**src/rtl/pri_enc_pkg.sv**
```systemverilog
// Shared definitions for the pipelined priority encoder.
//   clog2_min1 : code width for a given request width, never less than 1 bit
//   DEFAULT_*  : default request width and the matching code width
//   code_t     : code type for the default width
package pri_enc_pkg;

  localparam int DEFAULT_WIDTH = 8;

  function automatic int clog2_min1(input int width);
    return (width <= 2) ? 1 : $clog2(width);
  endfunction

  localparam int DEFAULT_CODE_W = clog2_min1(DEFAULT_WIDTH);

  typedef logic [DEFAULT_CODE_W-1:0] code_t;

endpackage

```
**src/rtl/pri_enc_comb.sv**
```systemverilog
// Combinational find-highest-set encoder.
//   vec : input vector, bit WIDTH-1 has the highest priority
//   idx : index of the highest set bit (0 when vec is all zero)
//   any : 1 when any bit of vec is set
module pri_enc_comb
  import pri_enc_pkg::*;
#(
  parameter int WIDTH = DEFAULT_WIDTH,
  localparam int CODE_W = clog2_min1(WIDTH)
) (
  input  logic [WIDTH-1:0]  vec,
  output logic [CODE_W-1:0] idx,
  output logic              any
);

  // Ascending scan: the last set bit seen (the highest) wins.
  always_comb begin
    idx = '0;
    any = 1'b0;
    for (int i = 0; i < WIDTH; i++) begin
      if (vec[i]) begin
        idx = CODE_W'(i);
        any = 1'b1;
      end
    end
  end

endmodule

```
**src/rtl/priority_encoder_pipe.sv**
```systemverilog
// Registered priority encoder with sticky pending requests and a
// valid/ready output stage.
//   clk, rst_n  : clock, asynchronous active-low reset
//   req         : requests OR'd into pending every cycle
//   mask        : 1 = pending line eligible for selection
//   flush       : synchronous clear (pending takes req, output stage empties)
//   code_valid  : output stage holds a selected index
//   code        : selected index
//   code_ready  : consumer accepts code on code_valid & code_ready
//   pending     : current pending register
//   z           : no eligible pending request and output stage empty
// Build option: define ROUND_ROBIN_EN for rotating priority; without it the
// highest eligible index always wins.
module priority_encoder_pipe
  import pri_enc_pkg::*;
#(
  parameter int WIDTH = DEFAULT_WIDTH,
  localparam int CODE_W = clog2_min1(WIDTH)
) (
  input  logic              clk,
  input  logic              rst_n,
  input  logic [WIDTH-1:0]  req,
  input  logic [WIDTH-1:0]  mask,
  input  logic              flush,
  output logic              code_valid,
  output logic [CODE_W-1:0] code,
  input  logic              code_ready,
  output logic [WIDTH-1:0]  pending,
  output logic              z
);

  logic [WIDTH-1:0]  elig;
  logic [WIDTH-1:0]  search_vec;
  logic [WIDTH-1:0]  load_onehot;
  logic [CODE_W-1:0] found_idx;
  logic [CODE_W-1:0] sel_idx;
  logic              found;
  logic              free;
  logic              do_load;

  // Only registered pending is eligible; same-cycle req waits one edge.
  assign elig    = pending & mask;
  assign free    = !code_valid || code_ready;
  assign do_load = free && found && !flush;
  assign load_onehot = do_load ? (WIDTH'(1) << sel_idx) : '0;
  assign z       = (elig == '0) && !code_valid;

  pri_enc_comb #(.WIDTH(WIDTH)) u_enc (
    .vec (search_vec),
    .idx (found_idx),
    .any (found)
  );

`ifdef ROUND_ROBIN_EN
  // rr_start is the first index searched next: one below the last loaded
  // index. Reset/flush put it at WIDTH-1 so the first arbitration matches
  // fixed priority. Rotating elig right by rr_start+1 moves rr_start to the
  // top bit, where the fixed encoder gives it the highest priority.
  logic [CODE_W-1:0] rr_start;
  logic [CODE_W:0]   rot_amt;
  logic [CODE_W:0]   unrot;

  assign rot_amt    = {1'b0, rr_start} + (CODE_W+1)'(1);
  assign search_vec = (elig >> rot_amt) | (elig << ((CODE_W+1)'(WIDTH) - rot_amt));
  assign unrot      = {1'b0, found_idx} + rot_amt;
  assign sel_idx    = (unrot >= (CODE_W+1)'(WIDTH)) ? CODE_W'(unrot - (CODE_W+1)'(WIDTH))
                                                    : unrot[CODE_W-1:0];

  always_ff @(posedge clk or negedge rst_n) begin
    if (!rst_n) begin
      rr_start <= CODE_W'(WIDTH - 1);
    end else if (flush) begin
      rr_start <= CODE_W'(WIDTH - 1);
    end else if (do_load) begin
      rr_start <= (sel_idx == '0) ? CODE_W'(WIDTH - 1) : sel_idx - CODE_W'(1);
    end
  end
`else
  assign search_vec = elig;
  assign sel_idx    = found_idx;
`endif

  // A req on the bit being loaded re-sets it after the clear (set beats clear).
  always_ff @(posedge clk or negedge rst_n) begin
    if (!rst_n) begin
      pending    <= '0;
      code_valid <= 1'b0;
      code       <= '0;
    end else if (flush) begin
      pending    <= req;
      code_valid <= 1'b0;
      code       <= '0;
    end else begin
      pending <= (pending & ~load_onehot) | req;
      if (free) begin
        code_valid <= found;
        if (found) begin
          code <= sel_idx;
        end
      end
    end
  end

endmodule

```
**config.mk**
```make
export PLATFORM = sky130hd
export DESIGN_NAME = priority_encoder_pipe
export DESIGN_NICKNAME = d
export VERILOG_FILES = /design/src/rtl/pri_enc_pkg.sv /design/src/rtl/pri_enc_comb.sv /design/src/rtl/priority_encoder_pipe.sv
export SDC_FILE = /design/constraint.sdc
export NUM_CORES = 1
export LEC_CHECK = 0
export ABC_AREA = 1
export CAP_MARGIN = 20
export CORE_MARGIN = 1
export CORE_UTILIZATION = 56
export CTS_BUF_LIST = sky130_fd_sc_hd__clkbuf_8
export CTS_CLUSTER_DIAMETER = 120
export CTS_CLUSTER_SIZE = 14
export DETAILED_ROUTE_END_ITERATION = 12
export DONT_BUFFER_PORTS = 1
export PLACE_DENSITY = 0.77
export SLEW_MARGIN = 20
export SYNTH_ARGS = -nofsm -noshare
export SYNTH_HDL_FRONTEND = slang
export SYNTH_SLANG_ARGS = --single-unit
```
**constraint.sdc**
```tcl
create_clock -name clk -period 1.4 [get_ports clk]
set_input_delay 0.42 -clock clk [delete_from_list [all_inputs] [get_ports clk]]
set_output_delay 0.42 -clock clk [all_outputs]
set_load 0.1 [all_outputs]
```
* Word-level counts from Yosys, hierarchy flattened
Cells that the tools add are included.
Word-level totals: register bits 12, latch bits 0, bits in writable memories 0, ROM bits 0, bits of input ports 20, output and inout bits 13, logic and storage cells 40, memories 0
Cells by class: add/subtract/negate cells 0, $mul 0, divide/modulo/power cells 0, $lt $le $gt $ge 0, eq/ne operators 0, shift-type cells 1, mux-type cells 22, bitwise gates (word level) 4, reduce and logical (&&, ||, !) cells 10
Operators with widths (count):
- two-way mux 3 bit | 7
- bitwise AND 8 bit | 2
- two-way mux 8 bit | 2
- two-way mux 1 bit | 11
- logical NOT 8 bit | 1
- inverter 8 bit | 1
- bitwise OR 8 bit | 1
- << shifter 1 x 3 -> 8 bit (first input constant) | 1
- two-way mux 2 bit | 2
- nonzero test 2 bit | 2
- logical AND 1 bit | 3
- logical NOT 1 bit | 2
- AND reduction 2 bit | 1
- logical OR 1 bit | 1

* Logic depth before layout (Yosys ltp)
depth after elaboration 16, gate-level depth with buffers 11

* By module
From an unflattened synthesis, not the netlist that was laid out.
Unflattened totals: cell total of the unflattened synthesis 139, area total of the unflattened synthesis 837.1 um2
By module, submodules not included:
- priority_encoder_pipe | times used 1, cells each 119, area each 759.5 um2, sequential area each 300.3 um2
- pri_enc_comb | times used 1, cells each 20, area each 77.6 um2, sequential area each 0.0 um2

* Least setup slack after synthesis
Ideal clock, no wire load.
path type register -> output, from reg pending[7], to out z, data arrival time 2578 ps, data required time 980 ps, setup slack -1598 ps, cell stages (with the launch flop) 6, path buffers 0, cell sequence dfrtp_1 > nand2_4 > nand2_4 > nor2_8 > nand3_4 > nor2_1
On the way: longest elaborated chain between the ends 3
Ends and longest elaborated chain:
- from (decl) | RTL line priority_encoder_pipe.sv:28 | output logic [WIDTH-1:0] pending,
- from (signal assigned) | RTL line priority_encoder_pipe.sv:90 | pending <= req;
- from (signal assigned) | RTL line priority_encoder_pipe.sv:94 | pending <= (pending & ~load_onehot) | req;
- bitwise AND 8 bit | RTL line priority_encoder_pipe.sv:42 | assign elig = pending & mask;
- logical NOT 8 bit | RTL line priority_encoder_pipe.sv:46 | assign z = (elig == '0) && !code_valid;
- logical AND 1 bit | RTL line priority_encoder_pipe.sv:46
- to (decl) | RTL line priority_encoder_pipe.sv:29 | output logic z
Every way passes these cells.

* Worst setup path in the final report
from reg pending[4], to out z
The elaborated chain is that of the path after synthesis.

==> summary.md <==
| Metric | Value |
|---|---|
| Result of the run | complete, but fails checks |
| Violated checks | setup timing |
| Clk sinks | 12 |
| Sequential share of the synthesized area | 0.396 |
| WL met1 | 1080 um |
| Crit share post-route | 1.28 |
| Hold depth | 1 |
| # IOs | 33 |
| Fmax | 557 MHz |
| Cells on worst reg2reg path | 12 |
| Async SR Flop Fraction | 1.00 |
| Top-count cell post-synth | nand2_1 |
| Worst setup margin | -0.394 ns |
| Core area | 1190 sq um |
| Row count | 12 |
| Leak | 0.000565 uW |
| Fill cell total of the finished layout | 24 |
| Post-route minimum period | 1.79 ns |
| Congestion Overflow GR | 0 |
| CP arrival | 1.37 ns |
| Crit Path Max Fanout | 2 |
| CTS tree | done |
| Power density cells | 1210 nW/um^2 |
| Final hold vios | 0 |
| Largest net degree at the start of global routing | 13 |
| Layout cell share with drive strength beyond 1 | 0.636 |
| WL/cell | 23.9 um |
| Hold worst-path end | pending[7] |
| I/O Buffers | 0 |
| Drc violations | 0 |
| Final GP Congestion | 0.835 |
| Synth area leaders | dfrtp_1 40%, nand2_1 13%, o21bai_2 5.9%, inv_1 5.0%, nand3_1 4.6% |
| Dpl hpwl | 1320 um |
| Worst Hold Class | in -> reg |
| Starting density of the core | 0.639 |
| Count of non-filler cells in the finished layout | 132 |
| Chip Height | 38.8 um |
| Reg-to-reg setup timing slack | -0.31 ns |
| Worst hold start | flush |
| Number of flops mapped to enable cells by yosys | 0 |
| Post-layout instance area | 1140 sq um |
| Chip width | 38.8 um |
| Placed Area | 965 sq um |
| Hold slack | 0.259 ns |
| Via count | 837 |
| Antenna cells | 0 |
| Detailed Routing Iterations Pass 1 | 4 |
| Post-synth top area cell | dfrtp_1 |
| Final setup skew | 0.00628 ns |
| DR WL met3 | 276 um |
| CTS clock-pin slew for the worst setup and hold paths | 0.06 ns |
| Root Driver | clkbuf_8 |
| Placed cell count | 121 |
| CTS H-Tree Depth | 1 |
| WS Path Type | reg -> out |
| Max-cap violation count | 0 |
| Synth-to-layout area growth | 50.8% |
| CTS max path bufs | 2 |
| Routed Antenna Nets | 0 |
| Synth Area per Inst | 8.42 sq um |
| DR vias/cell | 6.34 |
| Post-synth top cells | 26 x nand2_1, 12 x dfrtp_1, 10 x inv_1, 7 x nand3_1, 5 x nand2_2 |
| Worst relative slew slack | 0.617 |
| Critical Path RT | 0.98 ns |
| Routed length on met2 | 1550 um |
| Final net count | 139 |
| #FFs+latches synth | 12 |
| Slew at the pin with the worst max-slew slack | 0.572 ns |
| Synth warn | 0 |
| Vias in the first global route | 747 |
| Later-pin clock latency in the skew report | 0.24 ns |
| Final slew viol count | 0 |
| Initial antenna violation count | 0 |
| Final WL | 3150 um |
| Crit start category | flop |
| Crit. End Element | output pin |
| VDD IR max | 1400 uV |
| GRT Total Usage | 0.335 |
| Distinct cells, synth | 21 |
| RSZ-0062 raised after global routing | true |
| Area of the multi-input gates | 460 sq um |
| Top FF cell, synth | dfrtp_1 |
| Worst R2R End | pending[0] |
| Storage cell area | 332 sq um |
| First-pass GRT wire length | 3270 um |
| Num CTS Buffers | 3 |
| Worst r2r src | pending[4] |
| Top Metal Used | met4 |
| Crit path from | pending[4] |
| Synthesized area | 758 sq um |
| Die area | 1510 sq um |
| Cells after Synth | 90 |
| Syn nets | 110 |
| Starting DRC count in detailed routing | 48 |
| Share of the synthesized area in the top cell type | 0.396 |
| # setup viols final | 11 |
-- critical path: stages (launching register included) --
cell	delay (ns)
dfrtp_4	0.48
nand2_2	0.11
nand2_4	0.09
nor2_8	0.10
nand3_4	0.08
nor2_4	0.11
buf_12	0.18
-- power breakdown --
group / switching [uW] / internal, uW
logic: 433 / 156
clock network: 134 / 248
registers: 27.4 / 390
total: 595 / 794
-- timing repair --
action / CTS / global route
gates resized for setup: 6 / 12
endpoints found under the hold margin: 12 / 0
pin swaps: 5 / 5
setup buffers: 3 / 3
hold buffers: 1 / 0
cloned: 0 / 0
endpoints found under the setup margin: 4 / 13
-- cells by family after synthesis --
| group | synth area share |
|---|---|
| and+or+nand+nor | 0.399 |
| AOI/OAI and AO/OA | 0.125 |
| DFF | 0.396 |
| buffers and inverters | 0.0792 |
-- stage by stage --
step	setup slack [ns]	power (uW)	TNS, ns	util
finish	-0.394	1390	-2.24	0.964
global route	-0.428	1420	-2.81	0.964
CTS	-0.386	1310	-0.673	0.904
detailed placement	-0.169	904	-0.169	0.813
global placement	-0.128	893	-0.128	0.813
floorplan	-0.578	812	-0.611	-
-- sequential cells by signal, indices dropped and copies added (netlist names) --
| register | flops |
|---|---|
| pending | 8 |
| code | 3 |
| code_valid | 1 |
-- per-layer routing --
| metal | global-route usage | vias up |
|---|---|---|
| li1 | - | 336 |
| met2 | 0.592 | 70 |
| met4 | 0.207 | 0 |
| met5 | 0 | - |
| met3 | 0.0809 | 32 |
| met1 | 0.348 | 399 |
-- worst max-delay path by stage --
stage / endpoint
after global placement: z
final: z
after global routing: z
after detailed placement: z
after CTS: z
after floorplan: z
-- cell type report --
cell class,instances,share of cell area
inverter,14,0.0460
sequential,12,0.290
multi-input combinational,63,0.403
timing repair buffer,25,0.198
clock buffer,4,0.0481
tap,14,0.0153
-- cell usage in the layout, fill, tap and decap left out, drive strengths merged --
master / synthesis / routed
inv: 14 / 14
o21ai: 3 / 3
nor3: 1 / 1
a31o: 1 / 1
nor2: 8 / 8
nand4: 2 / 2
dlygate4sd3: 0 / 1
o21bai: 6 / 6
clkbuf: 0 / 4
buf: 1 / 24
nand2: 34 / 34
nand3: 8 / 8
dfrtp: 12 / 12
Power figures use the tool's default switching activity.
